File: src/rtl/config_int_add_err_mon_pkg.sv
`default_nettype none
// +-----------------------------------------------------------------------------+
// | config_int_add_err_mon_pkg : shared state encoding, widths, helper function |
// | Revision: 1.0 - initial release                                             |
// +-----------------------------------------------------------------------------+
package config_int_add_err_mon_pkg;

   typedef enum logic [1:0] {
      ST_IDLE   = 2'd0,
      ST_RUN    = 2'd1,
      ST_DRAIN  = 2'd2,
      ST_REPORT = 2'd3
   } state_e;

   localparam int c_DEF_DPW = 32;
   localparam int c_DEF_ACC = 48;
   localparam int c_DEF_WIN = 16;

   localparam logic [c_DEF_ACC-1:0] c_ACC_SAT_MAX = '1;

   function automatic int max_int(input int a, input int b);
      return (a > b) ? a : b;
   endfunction

endpackage
`default_nettype wire

File: src/rtl/config_int_add_err_mon_abs_diff_reg.sv
`default_nettype none
// +-----------------------------------------------------------------------------+
// | abs_diff_reg : registered unsigned |x - y| with a registered valid flag      |
// | Revision: 1.0 - initial release                                             |
// +-----------------------------------------------------------------------------+
module abs_diff_reg #(
   parameter int DATA_PATH_BITWIDTH = 32
) (
   input  logic                          clk,
   input  logic                          rst,
   input  logic                          i_valid,
   input  logic [DATA_PATH_BITWIDTH-1:0] i_x,
   input  logic [DATA_PATH_BITWIDTH-1:0] i_y,
   output logic                          o_valid,
   output logic [DATA_PATH_BITWIDTH-1:0] o_diff
);

   logic                          r_valid;
   logic [DATA_PATH_BITWIDTH-1:0] r_diff;
   logic [DATA_PATH_BITWIDTH-1:0] w_diff;

   assign w_diff = (i_x >= i_y) ? (i_x - i_y) : (i_y - i_x);

   always_ff @(posedge clk) begin
      if (rst) begin
         r_valid <= 1'b0;
         r_diff  <= '0;
      end else begin
         r_valid <= i_valid;
         if (i_valid) begin
            r_diff <= w_diff;
         end
      end
   end

   assign o_valid = r_valid;
   assign o_diff  = r_diff;

endmodule
`default_nettype wire

File: src/rtl/config_int_add_err_mon.sv
`default_nettype none
// +-----------------------------------------------------------------------------+
// | config_int_add_err_mon : windowed |approx - exact| error monitor that drives |
// | the adder's approximation enable from the per-window error budget           |
// | Revision: 1.0 - initial release                                             |
// +-----------------------------------------------------------------------------+
module config_int_add_err_mon
   import config_int_add_err_mon_pkg::*;
#(
   parameter int DATA_PATH_BITWIDTH = c_DEF_DPW,
   parameter int ACC_BITWIDTH       = c_DEF_ACC,
   parameter int WIN_BITWIDTH       = c_DEF_WIN
) (
   input  logic                          clk,
   input  logic                          rst,
   input  logic                          i_start,
   input  logic                          i_continuous,
   input  logic [WIN_BITWIDTH-1:0]       i_win_len,
   input  logic [ACC_BITWIDTH-1:0]       i_err_budget,
   input  logic                          i_in_valid,
   input  logic [DATA_PATH_BITWIDTH-1:0] i_apx_c,
   input  logic [DATA_PATH_BITWIDTH-1:0] i_exact_c,
   output logic                          o_apx_ctl,
   output logic                          o_busy,
   output logic                          o_win_done,
   output logic [ACC_BITWIDTH-1:0]       o_err_sum,
   output logic                          o_over_budget
);

   // Sum width wide enough that acc + d never wraps before the saturation test
   localparam int c_SW = max_int(DATA_PATH_BITWIDTH, ACC_BITWIDTH) + 1;
   localparam logic [ACC_BITWIDTH-1:0] c_ACC_MAX = '1;

   state_e                          r_state;
   state_e                          w_state_nxt;
   logic [WIN_BITWIDTH-1:0]         r_win_len;
   logic [WIN_BITWIDTH-1:0]         r_cnt;
   logic [ACC_BITWIDTH-1:0]         r_budget;
   logic [ACC_BITWIDTH-1:0]         r_acc;
   logic [ACC_BITWIDTH-1:0]         r_err_sum;
   logic                            r_over;
   logic                            r_apx_ctl;
   logic                            r_acc_vld;

   logic                            w_sample;
   logic                            w_start_acc;
   logic [WIN_BITWIDTH-1:0]         w_cnt_nxt;
   logic [WIN_BITWIDTH-1:0]         w_win_len_eff;
   logic                            w_over;
   logic                            w_s1_vld;
   logic [DATA_PATH_BITWIDTH-1:0]   w_s1_diff;
   logic [c_SW-1:0]                 w_sum;
   logic [ACC_BITWIDTH-1:0]         w_acc_nxt;

   assign w_sample      = (r_state == ST_RUN) && i_in_valid;
   assign w_start_acc   = (r_state == ST_IDLE) && i_start;
   assign w_cnt_nxt     = w_sample ? (r_cnt + WIN_BITWIDTH'(1)) : r_cnt;
   assign w_win_len_eff = (i_win_len == '0) ? WIN_BITWIDTH'(1) : i_win_len;
   assign w_over        = (r_acc > r_budget);

   abs_diff_reg #(
      .DATA_PATH_BITWIDTH (DATA_PATH_BITWIDTH)
   ) u_abs_diff (
      .clk     (clk),
      .rst     (rst),
      .i_valid (w_sample),
      .i_x     (i_apx_c),
      .i_y     (i_exact_c),
      .o_valid (w_s1_vld),
      .o_diff  (w_s1_diff)
   );

   assign w_sum     = c_SW'(r_acc) + c_SW'(w_s1_diff);
   assign w_acc_nxt = (w_sum > c_SW'(c_ACC_MAX)) ? c_ACC_MAX : w_sum[ACC_BITWIDTH-1:0];

   always_comb begin
      w_state_nxt = r_state;
      case (r_state)
         ST_IDLE:   if (i_start) w_state_nxt = ST_RUN;
         // The sample that reaches the window length is counted in this same cycle
         ST_RUN:    if (w_sample && (w_cnt_nxt == r_win_len)) w_state_nxt = ST_DRAIN;
         ST_DRAIN:  if (!w_s1_vld && !r_acc_vld) w_state_nxt = ST_REPORT;
         ST_REPORT: w_state_nxt = i_continuous ? ST_RUN : ST_IDLE;
         default:   w_state_nxt = ST_IDLE;
      endcase
   end

   always_ff @(posedge clk) begin
      if (rst) begin
         r_state   <= ST_IDLE;
         r_win_len <= '0;
         r_cnt     <= '0;
         r_budget  <= '0;
         r_acc     <= '0;
         r_err_sum <= '0;
         r_over    <= 1'b0;
         r_apx_ctl <= 1'b0;
         r_acc_vld <= 1'b0;
      end else begin
         r_state   <= w_state_nxt;
         r_acc_vld <= w_s1_vld;
         if (w_start_acc) begin
            r_win_len <= w_win_len_eff;
            r_budget  <= i_err_budget;
            r_cnt     <= '0;
            r_acc     <= '0;
            r_apx_ctl <= 1'b1;
         end else if (r_state == ST_REPORT) begin
            r_err_sum <= r_acc;
            r_over    <= w_over;
            r_apx_ctl <= ~w_over;
            r_acc     <= '0;
            r_cnt     <= '0;
         end else begin
            r_cnt <= w_cnt_nxt;
            if (w_s1_vld) begin
               r_acc <= w_acc_nxt;
            end
         end
      end
   end

   assign o_apx_ctl     = r_apx_ctl;
   assign o_busy        = (r_state != ST_IDLE);
   assign o_win_done    = (r_state == ST_REPORT);
   assign o_err_sum     = r_err_sum;
   assign o_over_budget = r_over;

endmodule
`default_nettype wire

File: config.mk
export PLATFORM = sky130hd
export DESIGN_NAME = config_int_add_err_mon
export DESIGN_NICKNAME = d
export VERILOG_FILES = /design/src/rtl/config_int_add_err_mon_pkg.sv /design/src/rtl/config_int_add_err_mon_abs_diff_reg.sv /design/src/rtl/config_int_add_err_mon.sv
export SDC_FILE = /design/constraint.sdc
export NUM_CORES = 1
export LEC_CHECK = 0
export CORE_ASPECT_RATIO = 1.4
export CORE_MARGIN = 2
export CORE_UTILIZATION = 50
export DETAILED_ROUTE_END_ITERATION = 8
export PLACE_DENSITY = 0.74
export SYNTH_ARGS = -nofsm -noshare
export SYNTH_HDL_FRONTEND = slang
export SYNTH_HIERARCHICAL = 1
export SYNTH_SLANG_ARGS = --single-unit
export TNS_END_PERCENT = 5
File: constraint.sdc
create_clock -name clk -period 3.55 [get_ports clk]
set_input_delay 0.71 -clock clk [delete_from_list [all_inputs] [get_ports clk]]
set_output_delay 0.71 -clock clk [all_outputs]
set_load 0.01 [all_outputs]
# Word level (Yosys, flattened, before mapping)
# Index checks and enable logic that the tools add are counted.
# op_classes
eq_ne,7
n_lt_le_gt_ge,3
reduce_logical,13
addsub,4
bitwise,2
muxes,11
# ops
cell,n
subtractor 32 bit,2
adder 48 x 32 -> 49 bit,1
> comparator 49 x 48 -> 1 bit (second input constant),1
> comparator 48 bit,1
2-to-1 mux 48 bit,1
>= comparator 32 bit,1
2-to-1 mux 16 bit,2
2-to-1 mux 32 bit,1
adder 16 x 1 -> 16 bit (second input constant),1
== test 16 bit,1
logical NOT 16 bit,1
one-hot mux 2 bit (4 select lines),1
2-to-1 mux 2 bit,3
== test 2 bit (second input constant),2
logical AND 1 bit,4
!= test 2 bit (second input constant),2
nonzero test 2 bit,2
2-to-1 mux 1 bit,3
AND reduction 3 bit,1
OR reduction 3 bit,1
== test 2 x 1 -> 1 bit (second input constant),1
logical NOT 1 bit,2
logical NOT 2 bit,1
!= test 2 x 1 -> 1 bit (second input constant),1
2 further kinds,3
# totals
register_bits,214
in_bits,133
out_inout_bits,52
wordCells,51

# Longest topological paths before layout
# logic_depth
depth_word,7
ltp_mapped,15
ltp_nobuf,12

# By module
# Netlist, hierarchy kept.
# modules_own_cells
mod,instances,seq_area_each_um2,area_each_um2,cells_each
config_int_add_err_mon,1,3623.5,10495.1,1296
abs_diff_reg,1,660.6,4855.9,671

# Least setup slack after synthesis
# OpenSTA, ideal clock, no wires.
# synth_path
path_type,in2reg
startpoint,in i_apx_c[0]
endpoint,reg u_abs_diff.r_diff[28] (netlist: u_abs_diff/o_diff[28])
cell_stages,13
path_buffers,1
setup_time_ns,0.084
setup_slack_ns,0.358
t_required_ns,3.466
t_arrival_ns,3.107
path_cell_list,inv_1 -> ha_1 -> fa_1 -> nor2b_1 -> o21a_1 -> o31ai_2 -> a31o_4 -> a21o_1 -> buf_6 -> or3_1 -> o211a_1 -> and3_1 -> o31ai_2
# synth_between
elab_chain_cells,2
word_cells_on_any_way,4
cone_classes,2 x add/sub; 1 x order compare; 1 x mux
# synth_rtl
element,line,source
"start, declared",config_int_add_err_mon.sv:21,"input logic [DATA_PATH_BITWIDTH-1:0] i_apx_c,"
subtractor 32 bit / >= comparator 32 bit (equally long branches),config_int_add_err_mon_abs_diff_reg.sv:22,assign w_diff = (i_x >= i_y) ? (i_x - i_y) : (i_y - i_x);
2-to-1 mux 32 bit (*),config_int_add_err_mon_abs_diff_reg.sv:22,
"end signal, assigned",config_int_add_err_mon_abs_diff_reg.sv:31,r_diff <= w_diff;
"end, declared",config_int_add_err_mon_abs_diff_reg.sv:19,logic [DATA_PATH_BITWIDTH-1:0] r_diff;
# Mark *: on every way between the ends. The rest lies on a longest branch, timed or not.
# A chain may end at the register's enable or synchronous reset.

# Worst setup path after layout
# layout_path
startpoint,in i_exact_c[0]
endpoint,reg u_abs_diff.r_diff[26] (netlist: u_abs_diff/o_diff[26])
# layout_between
elab_chain_cells,2
word_cells_on_any_way,4
cone_classes,2 x add/sub; 1 x order compare; 1 x mux
# layout_rtl
element,line,source
"start, declared",config_int_add_err_mon.sv:22,"input logic [DATA_PATH_BITWIDTH-1:0] i_exact_c,"
subtractor 32 bit / >= comparator 32 bit (equally long branches),config_int_add_err_mon_abs_diff_reg.sv:22,
2-to-1 mux 32 bit (*),config_int_add_err_mon_abs_diff_reg.sv:22,
# Marks and branches as above.

==> reports/results.txt <==
Status - finished, final reports clean
Synthesized flop and latch total - 214
Tmin final - 3426 ps
CTS Buf Count - 21
Post-Syn Instances - 1967
Hold Vio Cnt, Final - 0
Worst slew margin - 47.58%
Row count - 75
P_leak - 8.247 nW
Antenna diodes - 0
Post-synthesis area per instance - 7.804 um^2
Period utilization - 96.50%
Maxcap violations - 0
Final HPWL DP - 36820 um
CP Launch Type - input pin
CP Max Fanout - 2
Setup Skew - 9.251 ps
Post-route DRC - 0
Clk root buf - clkbuf_16
Fmax - 291.9 MHz
Largest net degree at the start of global routing - 66
First-pass DRT Iterations - 5
Hold Path Class - flip-flop to flip-flop
Post-layout util - 64.43%
First-pass GRT wire length - 75040 um
Critical setup path kind - input pin to flip-flop
DP Area - 18670 um^2
Clock Tree Buf Depth - 3
Mapped Nets - 2252
Finish-stage setup viols - 0
TritonCTS Sinks - 214
P per Cell Area - 419.1 nW/um^2
Most common cell after layout, fill and taps aside - nand2_1
Setup ws final - 124.1 ps
Area Growth Syn to Fin - 26.42%
EDFF count, synth - 0
Routed WL - 46540 um
RSZ-0062 raised after global routing - true
Register area share after synthesis - 27.91%
H-tree depth - 1
Core area - 30120 um^2
Power consumption - 8.133 mW
WP data arrival - 3840 ps
Layout cells sized above 1 - 12.55%
Count of pins over their slew limit - 0
Grt total ovfl - 0
Routed Antenna Nets - 0
Vias per Instance - 5.754
Synth Cell Area - 15350 um^2
Worst-Skew Late Latency - 510 ps
Die Ht - 211.3 um
Initial antenna violation count - 0
Synth async-reset ratio - 0%
Wire per inst - 17.48 um
Die Wd - 152.1 um
Ys Warns - 6
VDD IR max - 284.9 uV
Endpoint type of the worst setup path - flip-flop
Die footprint - 32140 um^2
Most used flip-flop cell after synthesis - dfxtp_1
Starting DRT DRC Count - 730
Finished Cell Area - 19410 um^2
Most frequent cells in the layout - 215 x nand2_1, 214 x dfxtp_1, 201 x buf_4
DR vias - 15320
IO Count - 185
IO Port Bufs - 184
CTS tree - done
RD Place Congestion - 0.9357
DP Worst Slack - -480.7 ps
Worst hold margin - 452.8 ps
Req. time, crit path - 3970 ps
Worst Max-Slew Pin Slew - 783.5 ps
Vias in the first global route - 15180
Final net count - 2550
Post-synth cell types - 93
# Post-CTS Setup Buffers - 0
Total Routing Usage GR - 27.98%
Starting Density - 50.96%
Worst-path clk slew - 60 ps
[synth_stat cells (all sizes together), types with 37 or more instances]
cell type  instances  area (um^2)
a211oi            37        282.8
nand4             46        302.8
nand3             41        217.7
inv              139        521.8
mux2i             61        610.6
nor2             164        615.6
buf               49        289.0
ha               149         1864
o21ai            116        580.6
clkbuf            60        225.2
a21o              64        480.5
xnor2             40        350.3
dfxtp            214         4284
nand2            218        823.3
a21oi            194        974.7
[flip-flops by register name (all words and copies together) (netlist names)]
register	cells
r_win_len	16
o_apx_ctl	1
u_abs_diff/o_valid	1
o_over_budget	1
r_state	2
o_err_sum	48
r_budget	48
r_acc_vld	1
r_acc	48
u_abs_diff/o_diff	32
r_cnt	16
[through the flow]
step | std cells | setup TNS (ps)
6_report | 2663 | 0
5_1_grt | 2663 | -130.0
4_1_cts | 2663 | 0
3_5_place_dp | 2627 | -8615
3_3_place_gp | 2627 | -6579
2_1_floorplan | 1967 | 0
[final cells by class]
class / instances / area (um^2)
sequential: 214 / 4284
fill: 2684 / 10720
clock inverter: 4 / 45.04
inverter: 140 / 525.5
clock buffer: 32 / 616.8
timing repair buffer: 384 / 3341
multi-input combinational: 1504 / 10110
tap: 385 / 481.7
[routing by layer]
metal	routed length (um)	share of wire, %	vias to the layer above	global-route usage (%)
li1	-	-	7613	-
met1	19300	41	7238	32.38
met2	24180	52	385	53.42
met3	1682	3.6	87	2.231
met4	1382	3.0	0	10.51
met5	0	0	-	0
[final timing paths]
path	start	endpoint	slack, ps	depth (start not counted)
max reg2reg	r_acc[0]$_SDFFE_PP0P_	r_acc[43]$_SDFFE_PP0P_	180	12
min reg2reg	u_abs_diff/o_diff[23]$_SDFFE_PP0P_	u_abs_diff/o_diff[23]$_SDFFE_PP0P_	450	2
max	i_exact_c[0]	u_abs_diff/o_diff[26]$_SDFFE_PP0P_	120	13
min	u_abs_diff/o_diff[23]$_SDFFE_PP0P_	u_abs_diff/o_diff[23]$_SDFFE_PP0P_	450	2
[where the power goes]
part | internal [mW] | switching (mW)
clock network | 1.27 | 0.924
registers | 2.66 | 0.216
logic | 1.31 | 1.76
total | 5.24 | 2.90
[critical path: stages]
cell and delay, ps:
clkdlybuf4s50_1 510, inv_1 50, ha_1 210, fa_1 420, nor2b_1 170, o21ai_1 80, nand3b_1 140, a221o_1 230
nand2_1 100, or4b_2 650, a31oi_1 240, xnor2_1 100, a211oi_1 230
[cells by family after synthesis]
group	share of synthesized area, %
adder cells (fa/ha/maj)	12.54
XOR/XNOR	4.149
AO/OA/AOI/OAI	23.91
flip-flops	27.91
buffers and inverters	6.773
multiplexers	4.198
AND/OR/NAND/NOR	20.53
[what timing repair did]
action | 4_1_cts | 5_1_grt
endpoints found under the setup margin | 0 | 26
resized for setup | 0 | 16
hold buffers | 0 | 0
(Power assumes the default switching activity.)
